<file path="src/rtl/buffer_rotation_ctrl_pkg.sv">
// Shared types and constants for the ping/pang/pong buffer rotation controller.
package buffer_rotation_ctrl_pkg;

  typedef enum logic [2:0] {
    B_FREE, B_SN, B_WAIT_CPU, B_CPU, B_WAIT_FWD, B_FWD, B_SKIP
  } buf_state_e;

  // agent-side select: which buffer the agent owns
  localparam logic [1:0] SEL_PING = 2'b00;
  localparam logic [1:0] SEL_PANG = 2'b01;
  localparam logic [1:0] SEL_PONG = 2'b10;
  localparam logic [1:0] SEL_NONE = 2'b11;

  // buffer-side select: which agent drives the buffer
  localparam logic [1:0] BSEL_SN   = 2'b00;
  localparam logic [1:0] BSEL_CPU  = 2'b01;
  localparam logic [1:0] BSEL_FWD  = 2'b10;
  localparam logic [1:0] BSEL_IDLE = 2'b11;

  // round-robin pointer step over the three buffers
  function automatic logic [1:0] ptr_inc(input logic [1:0] p);
    return (p == 2'd2) ? 2'd0 : p + 2'd1;
  endfunction

endpackage

</file>
<file path="src/rtl/buffer_rotation_ctrl_fsm.sv">
// Per-buffer lifecycle: FREE -> SN -> WAIT_CPU -> CPU -> WAIT_FWD/SKIP -> (FWD) -> FREE.
module buffer_state_fsm
  import buffer_rotation_ctrl_pkg::*;
#(
  parameter bit FWD_EN = 1'b1
) (
  input  logic       clk,
  input  logic       rst_n,
  input  logic       sn_grant,
  input  logic       sn_rel,
  input  logic       cpu_grant,
  input  logic       cpu_rel,
  input  logic       cpu_acc,   // acceptance qualifier for cpu_rel (accept wins)
  input  logic       fwd_grant,
  input  logic       fwd_rel,
  input  logic       skip_free,
  output buf_state_e state,
  output logic [1:0] bsel,
  output logic       owned
);

  buf_state_e state_q, state_d;

  // state register, async reset to FREE
  always_ff @(posedge clk or negedge rst_n) begin
    if (!rst_n) state_q <= B_FREE;
    else        state_q <= state_d;
  end

  // next state; strobes only matter in the state they apply to
  always_comb begin
    state_d = state_q;
    case (state_q)
      B_FREE:     if (sn_grant)  state_d = B_SN;
      B_SN:       if (sn_rel)    state_d = B_WAIT_CPU;
      B_WAIT_CPU: if (cpu_grant) state_d = B_CPU;
      B_CPU:      if (cpu_rel)   state_d = !FWD_EN ? B_FREE : (cpu_acc ? B_WAIT_FWD : B_SKIP);
      B_WAIT_FWD: if (fwd_grant) state_d = B_FWD;
      B_FWD:      if (fwd_rel)   state_d = B_FREE;
      B_SKIP:     if (skip_free) state_d = B_FREE;
      default:                   state_d = B_FREE;
    endcase
  end

  // buffer select decoded from the registered state
  always_comb begin
    bsel = BSEL_IDLE;
    case (state_q)
      B_SN:    bsel = BSEL_SN;
      B_CPU:   bsel = BSEL_CPU;
      B_FWD:   bsel = BSEL_FWD;
      default: bsel = BSEL_IDLE;
    endcase
  end

  assign owned = (bsel != BSEL_IDLE);
  assign state = state_q;

  a_idle_state: assert property (@(posedge clk) disable iff (!rst_n)
    (bsel == BSEL_IDLE) |-> (state_q inside {B_FREE, B_WAIT_CPU, B_WAIT_FWD, B_SKIP}));

endmodule

</file>
<file path="src/rtl/buffer_rotation_ctrl.sv">
// Rotates three packet buffers through snooper, CPU and forwarder in arrival order.
module buffer_rotation_ctrl
  import buffer_rotation_ctrl_pkg::*;
#(
  parameter bit FWD_EN = 1'b1
) (
  input  logic       clk,
  input  logic       rst_n,
  input  logic       sn_done,
  input  logic       cpu_acc,
  input  logic       cpu_rej,
  input  logic       fwd_done,
  output logic       sn_rdy,
  output logic       cpu_rdy,
  output logic       fwd_rdy,
  output logic [1:0] sn_sel,
  output logic [1:0] cpu_sel,
  output logic [1:0] fwd_sel,
  output logic [1:0] ping_sel,
  output logic [1:0] pang_sel,
  output logic [1:0] pong_sel
);

  logic [1:0]      sn_ptr, cpu_ptr, fwd_ptr;
  buf_state_e      st [3];
  logic [2:0][1:0] bsel;
  logic [2:0]      owned;

  logic sn_own, cpu_own, fwd_own;
  logic sn_grant, cpu_grant, fwd_grant;
  logic sn_rel, cpu_rel, fwd_rel, skip_free;

  // An agent only ever holds buffer[ptr]: its pointer moves on release, never on grant.
  assign sn_own  = (st[sn_ptr]  == B_SN);
  assign cpu_own = (st[cpu_ptr] == B_CPU);
  assign fwd_own = (st[fwd_ptr] == B_FWD);

  assign sn_grant  = !sn_own  && (st[sn_ptr]  == B_FREE);
  assign cpu_grant = !cpu_own && (st[cpu_ptr] == B_WAIT_CPU);
  assign fwd_grant = FWD_EN && !fwd_own && (st[fwd_ptr] == B_WAIT_FWD);

  assign sn_rel    = sn_own  && sn_done;
  assign cpu_rel   = cpu_own && (cpu_acc || cpu_rej);
  assign fwd_rel   = fwd_own && fwd_done;
  assign skip_free = !fwd_own && (st[fwd_ptr] == B_SKIP);

  for (genvar i = 0; i < 3; i++) begin : g_buf
    buffer_state_fsm #(.FWD_EN(FWD_EN)) u_fsm (
      .clk      (clk),
      .rst_n    (rst_n),
      .sn_grant (sn_grant  && (sn_ptr  == 2'(i))),
      .sn_rel   (sn_rel    && (sn_ptr  == 2'(i))),
      .cpu_grant(cpu_grant && (cpu_ptr == 2'(i))),
      .cpu_rel  (cpu_rel   && (cpu_ptr == 2'(i))),
      .cpu_acc  (cpu_acc),
      .fwd_grant(fwd_grant && (fwd_ptr == 2'(i))),
      .fwd_rel  (fwd_rel   && (fwd_ptr == 2'(i))),
      .skip_free(skip_free && (fwd_ptr == 2'(i))),
      .state    (st[i]),
      .bsel     (bsel[i]),
      .owned    (owned[i])
    );
  end

  // pointers advance on release; a skipped buffer also consumes a forwarder slot
  always_ff @(posedge clk or negedge rst_n) begin
    if (!rst_n) begin
      sn_ptr  <= 2'd0;
      cpu_ptr <= 2'd0;
      fwd_ptr <= 2'd0;
    end else begin
      if (sn_rel)               sn_ptr  <= ptr_inc(sn_ptr);
      if (cpu_rel)              cpu_ptr <= ptr_inc(cpu_ptr);
      if (fwd_rel || skip_free) fwd_ptr <= ptr_inc(fwd_ptr);
    end
  end

  assign sn_rdy   = sn_own;
  assign cpu_rdy  = cpu_own;
  assign fwd_rdy  = fwd_own;
  assign sn_sel   = sn_own  ? sn_ptr  : SEL_NONE;
  assign cpu_sel  = cpu_own ? cpu_ptr : SEL_NONE;
  assign fwd_sel  = fwd_own ? fwd_ptr : SEL_NONE;
  assign ping_sel = bsel[0];
  assign pang_sel = bsel[1];
  assign pong_sel = bsel[2];

  a_sn_one:  assert property (@(posedge clk) disable iff (!rst_n)
    $countones({bsel[0] == BSEL_SN,  bsel[1] == BSEL_SN,  bsel[2] == BSEL_SN})  <= 1);
  a_cpu_one: assert property (@(posedge clk) disable iff (!rst_n)
    $countones({bsel[0] == BSEL_CPU, bsel[1] == BSEL_CPU, bsel[2] == BSEL_CPU}) <= 1);
  a_fwd_one: assert property (@(posedge clk) disable iff (!rst_n)
    $countones({bsel[0] == BSEL_FWD, bsel[1] == BSEL_FWD, bsel[2] == BSEL_FWD}) <= 1);
  a_sn_match:  assert property (@(posedge clk) disable iff (!rst_n)
    sn_rdy  |-> (owned[sn_ptr]  && bsel[sn_ptr]  == BSEL_SN));
  a_cpu_match: assert property (@(posedge clk) disable iff (!rst_n)
    cpu_rdy |-> (owned[cpu_ptr] && bsel[cpu_ptr] == BSEL_CPU));
  a_fwd_match: assert property (@(posedge clk) disable iff (!rst_n)
    fwd_rdy |-> (owned[fwd_ptr] && bsel[fwd_ptr] == BSEL_FWD));

endmodule

</file>
<file path="config.mk">
export PLATFORM = sky130hd
export DESIGN_NAME = buffer_rotation_ctrl
export DESIGN_NICKNAME = d
export VERILOG_FILES = /design/src/rtl/buffer_rotation_ctrl_pkg.sv /design/src/rtl/buffer_rotation_ctrl_fsm.sv /design/src/rtl/buffer_rotation_ctrl.sv
export SDC_FILE = /design/constraint.sdc
export NUM_CORES = 1
export LEC_CHECK = 0
export CAP_MARGIN = 20
export CORE_AREA = 2 2 51 53
export DETAILED_ROUTE_END_ITERATION = 12
export DIE_AREA = 0 0 53 55
export PLACE_DENSITY = 0.82
export SETUP_SLACK_MARGIN = 0.2
export SKIP_CTS_REPAIR_TIMING = 1
export SLEW_MARGIN = 20
export SYNTH_ARGS = -nofsm -noshare
export SYNTH_HDL_FRONTEND = slang
export SYNTH_HIERARCHICAL = 1
export SYNTH_SLANG_ARGS = --single-unit
</file>
<file path="constraint.sdc">
create_clock -name clk -period 3.1 [get_ports clk]
set_input_delay 0.62 -clock clk [delete_from_list [all_inputs] [get_ports clk]]
set_output_delay 0.62 -clock clk [all_outputs]
set_load 0.01 [all_outputs]
</file>
* Word level (Yosys, flattened, before mapping)
Index checks and enable logic that the tools add are counted.
** Storage, ports and cells
- Register bits after elaboration :: 15
- Input port bits :: 6
** Operators by class
- Add/subtract/negate cells :: 3
- Magnitude comparators :: 3
- Equal/unequal tests :: 51
- Multiplexer cells :: 43
- Bitwise operators :: 3
- Reductions and logical operators :: 43
** Operators by type and width (count)
- $mux W3 :: 27
- $pmux W3 S7 :: 3
- $ne A2 B1 Y1 const B :: 21
- $eq A3 B3 Y1 const B :: 12
- $logic_and A1 B1 Y1 :: 28
- $eq A3 B2 Y1 const B :: 8
- $reduce_and A7 Y1 :: 3
- $bmux W3 S2 :: 3
- $pmux W2 S3 :: 3
- $mux W2 :: 7
- $eq A3 B1 Y1 const B :: 4
- $logic_not A3 Y1 :: 4
- $ge A3 B3 Y1 const B :: 3
- $not A2 Y3 :: 3
- $add A2 B1 Y2 const B :: 3
- $eq A2 B1 Y1 const B :: 3
- $eq A2 B2 Y1 const B :: 3
- $logic_not A2 Y1 :: 3
- $logic_not A1 Y1 :: 3
- $logic_or A1 B1 Y1 :: 2

* Depth between registers and ports, before layout
- Word-level depth :: 10
- Mapped depth :: 9

* Modules after synthesis
The synthesis kept the hierarchy.
** By module, submodules not included
- buffer_rotation_ctrl :: instances 1, cells each 104, area each 735.7 sq um, seq. area each 150.1 sq um
- buffer_state_fsm :: instances 3, cells each 23, area each 187.7 sq um, seq. area each 75.1 sq um

* Worst setup path after synthesis
No wires, ideal clock.
- Path type :: register to output
- From :: register g_buf[1].u_fsm.state_q[1]
- To :: output port sn_rdy
- Arrival :: 1.511 ns
- Slack :: 0.969 ns
- Stages on the path, launching flop included :: 6
- Buffers on the path :: 0
- Path through :: dfrtp_1 -> or3b_2 -> a21oi_2 -> nand2_1 -> a21oi_1 -> o32a_2
** Between the ends
- Cells in the longest elaborated chain, start to end :: 4
** RTL lines
- from (decl) :: RTL line buffer_rotation_ctrl_fsm.sv:22 : buf_state_e state_q, state_d;
- from (signal assigned) :: RTL line buffer_rotation_ctrl_fsm.sv:27 : else state_q <= state_d;
- $bmux W3 S2 :: RTL line buffer_rotation_ctrl.sv:34 : assign sn_own = (st[sn_ptr] == B_SN);
- $mux W3 (implied by the code) (2 in series) :: RTL line buffer_rotation_ctrl.sv:34
- $eq A3 B1 Y1 :: RTL line buffer_rotation_ctrl.sv:34
- to (decl) :: RTL line buffer_rotation_ctrl.sv:13 : output logic sn_rdy,
Every way passes these cells. The select of a mux whose other input is x is not followed.

* Final worst setup path
- From :: register g_buf[1].u_fsm.state_q[2]
- To :: output port sn_rdy
Same word-level chain as after synthesis.

==> qor.yml <==
outcome:
  status: "finished, final reports clean"
sta:
  whs_ns: 0.506
  slew_headroom: 0.518
  worst-slew-pin-transition_ns: 0.721
  timing.fmax_mhz: 337
  grt_setup_unrepaired: "true"
  hold_violations: 0
  slew_viol_final: 0
  period_share: 0.958
  setup_viol: 0
  fin_skew_ns: 0.00122
  final.setup.tns_ns: 0
  layout_setup_ws_ns: 0.130
  layout_min_cycle_time_ns: 2.97
worst_hold_path:
  worstHoldStart: "g_buf[0].u_fsm/state[2]"
  hold_class: "reg2reg"
  whs_endpoint: "g_buf[0].u_fsm/state[1]"
  min_path_cells: 1
job:
  maxCapViolCount: 0
critical_path:
  r2r_start: "cpu_ptr[0]"
  rr_worst_depth: 7
  r2r_slack_ns: 1.11
  critPathKind: "reg2out"
  crit_required_ns: 2.48
  critPathTopFamily: "simple AND/OR/NAND/NOR gates"
  cp_slowest_cell: "or3b_2"
  worstPathMaxFanout: 4
  arrival_ns: 2.35
  critPathMaxStageDelay_ns: 0.52
  crit_buf_inv: 1
  worstSetupEndpointType: "output pin"
  startpoint_type: "flop"
  crit_chain: "or3b_2 > a21oi_4 > nand2_1 > a21oi_2 > o32a_2 > clkdlybuf4s50_1"
  reg2reg_to: "g_buf[0].u_fsm/state[0]"
layout:
  nets: 204
  drive_above_1_share: 0.157
  layout_common_cells: "20 x nor2_1, 19 x clkdlybuf4s50_1, 15 x nand2_1, 15 x o21ai_0, 12 x nand2b_1"
  syn2layout_area_growth_pct: 25.9
  antenna_cells: 0
  layout_commonest_cell: "nor2_1"
synthesis:
  avgSynthCellArea_um2: 7.57
  yosys_warnings: 6
  synthesis.area_um2: 1290
  synthCells: 170
  syn_nets: 176
grt:
  grt_pass1_wl_um: 5240
  antenna_found_initial: 0
  grt_start_max_net_pins: 16
  first_global_vias: 1175
  grt.total_usage: 0.248
  grt-ovfl-total: 0
placement:
  dpl_worst_slack_ns: 0.350
  hpwl_um: 2360
  io_buffer_count: 20
  gp_congestion: 0.884
pwr:
  p_clk_frac: 0.074
  switchingPower_uw: 728
  p_seq_frac: 0.289
  sw_frac_of_total: 0.468
  p_leak_nw: 0.603
  p_int_uw: 829
  vdd_drop_max_mv: 0.643
  pwr-share-comb: 0.637
  power_density_nw_per_um2: 961
clock_network:
  clk_latency_ns: 0.29
  cts_tree: "built"
  cts.reportedPaths.clkPinSlew_ns: 0.09
  h-tree-depth: 1
  cts_buffers: 3
  cts_sinks: 15
  cts_buffer_depth: 2
  clock-root-buffer: "clkbuf_4"
detailed_routing:
  viasPerCell: 5.97
  ant_nets: 0
  routed_wl_um: 3430
  vias: 1356
  drc: 0
  drtIter0Drc: 29
  dr.pass1.iters: 4
  wl_per_cell_um: 15.1
die:
  pin_count: 21
  design.die.area_um2: 2920
  rows: 18
  start_util: 0.544
  die_h_um: 55
  die-width_um: 53
  core-area_um2: 2360
## registers in the layout (all words and copies together), names as in the netlist
| register | cells |
|---|---|
| fwd_ptr | 2 |
| sn_ptr | 2 |
| g_buf.u_fsm/state | 9 |
| cpu_ptr | 2 |
## area by class of cell
type,instances,area [µm²]
tap,30,37.5
sequential,15,384
inverter,6,22.5
fill,215,744
multi-input combinational,143,880
clock buffer,4,26.3
timing repair buffer,29,270
## worst max path at each step
stage,endpoint,slack [ns],cells past startpoint,from
final,sn_rdy,0.13,6,g_buf[1].u_fsm/state[2]
after global routing,sn_rdy,0.08,6,g_buf[1].u_fsm/state[2]
after CTS,sn_rdy,0.03,6,sn_ptr[0]
after detailed placement,sn_rdy,0.35,6,sn_ptr[0]
after global placement,sn_rdy,0.43,6,sn_ptr[0]
after floorplan,sn_rdy,0.97,5,g_buf[1].u_fsm/state[1]
## layer usage
layer  share of wire  track usage  vias up
met5               0            0        -
met4           0.022       0.0983        0
met3           0.061       0.0296       11
met2            0.49        0.440       54
met1            0.43        0.309      626
li1                -            -      665
## through the flow
stage / area (µm²) / std cells / utilization / power (mW)
floorplan: 1290 / 170 / - / 1.02
global placement: 1520 / 218 / 0.644 / 1.32
detailed placement: 1520 / 218 / 0.644 / 1.35
CTS: 1550 / 222 / 0.656 / 1.47
global route: 1620 / 227 / 0.685 / 1.68
finish: 1620 / 227 / 0.685 / 1.56
## power by group through the flow
stage / combinational, mW / clock (mW) / sequential, mW
4_1_cts: 0.914 / 0.119 / 0.442
3_5_place_dp: 0.903 / 0 / 0.446
5_1_grt: 1.09 / 0.125 / 0.468
3_3_place_gp: 0.887 / 0 / 0.436
6_report: 0.992 / 0.116 / 0.449
2_1_floorplan: 0.630 / 0 / 0.393
No activity file was read; power rests on OpenSTA's default activity.
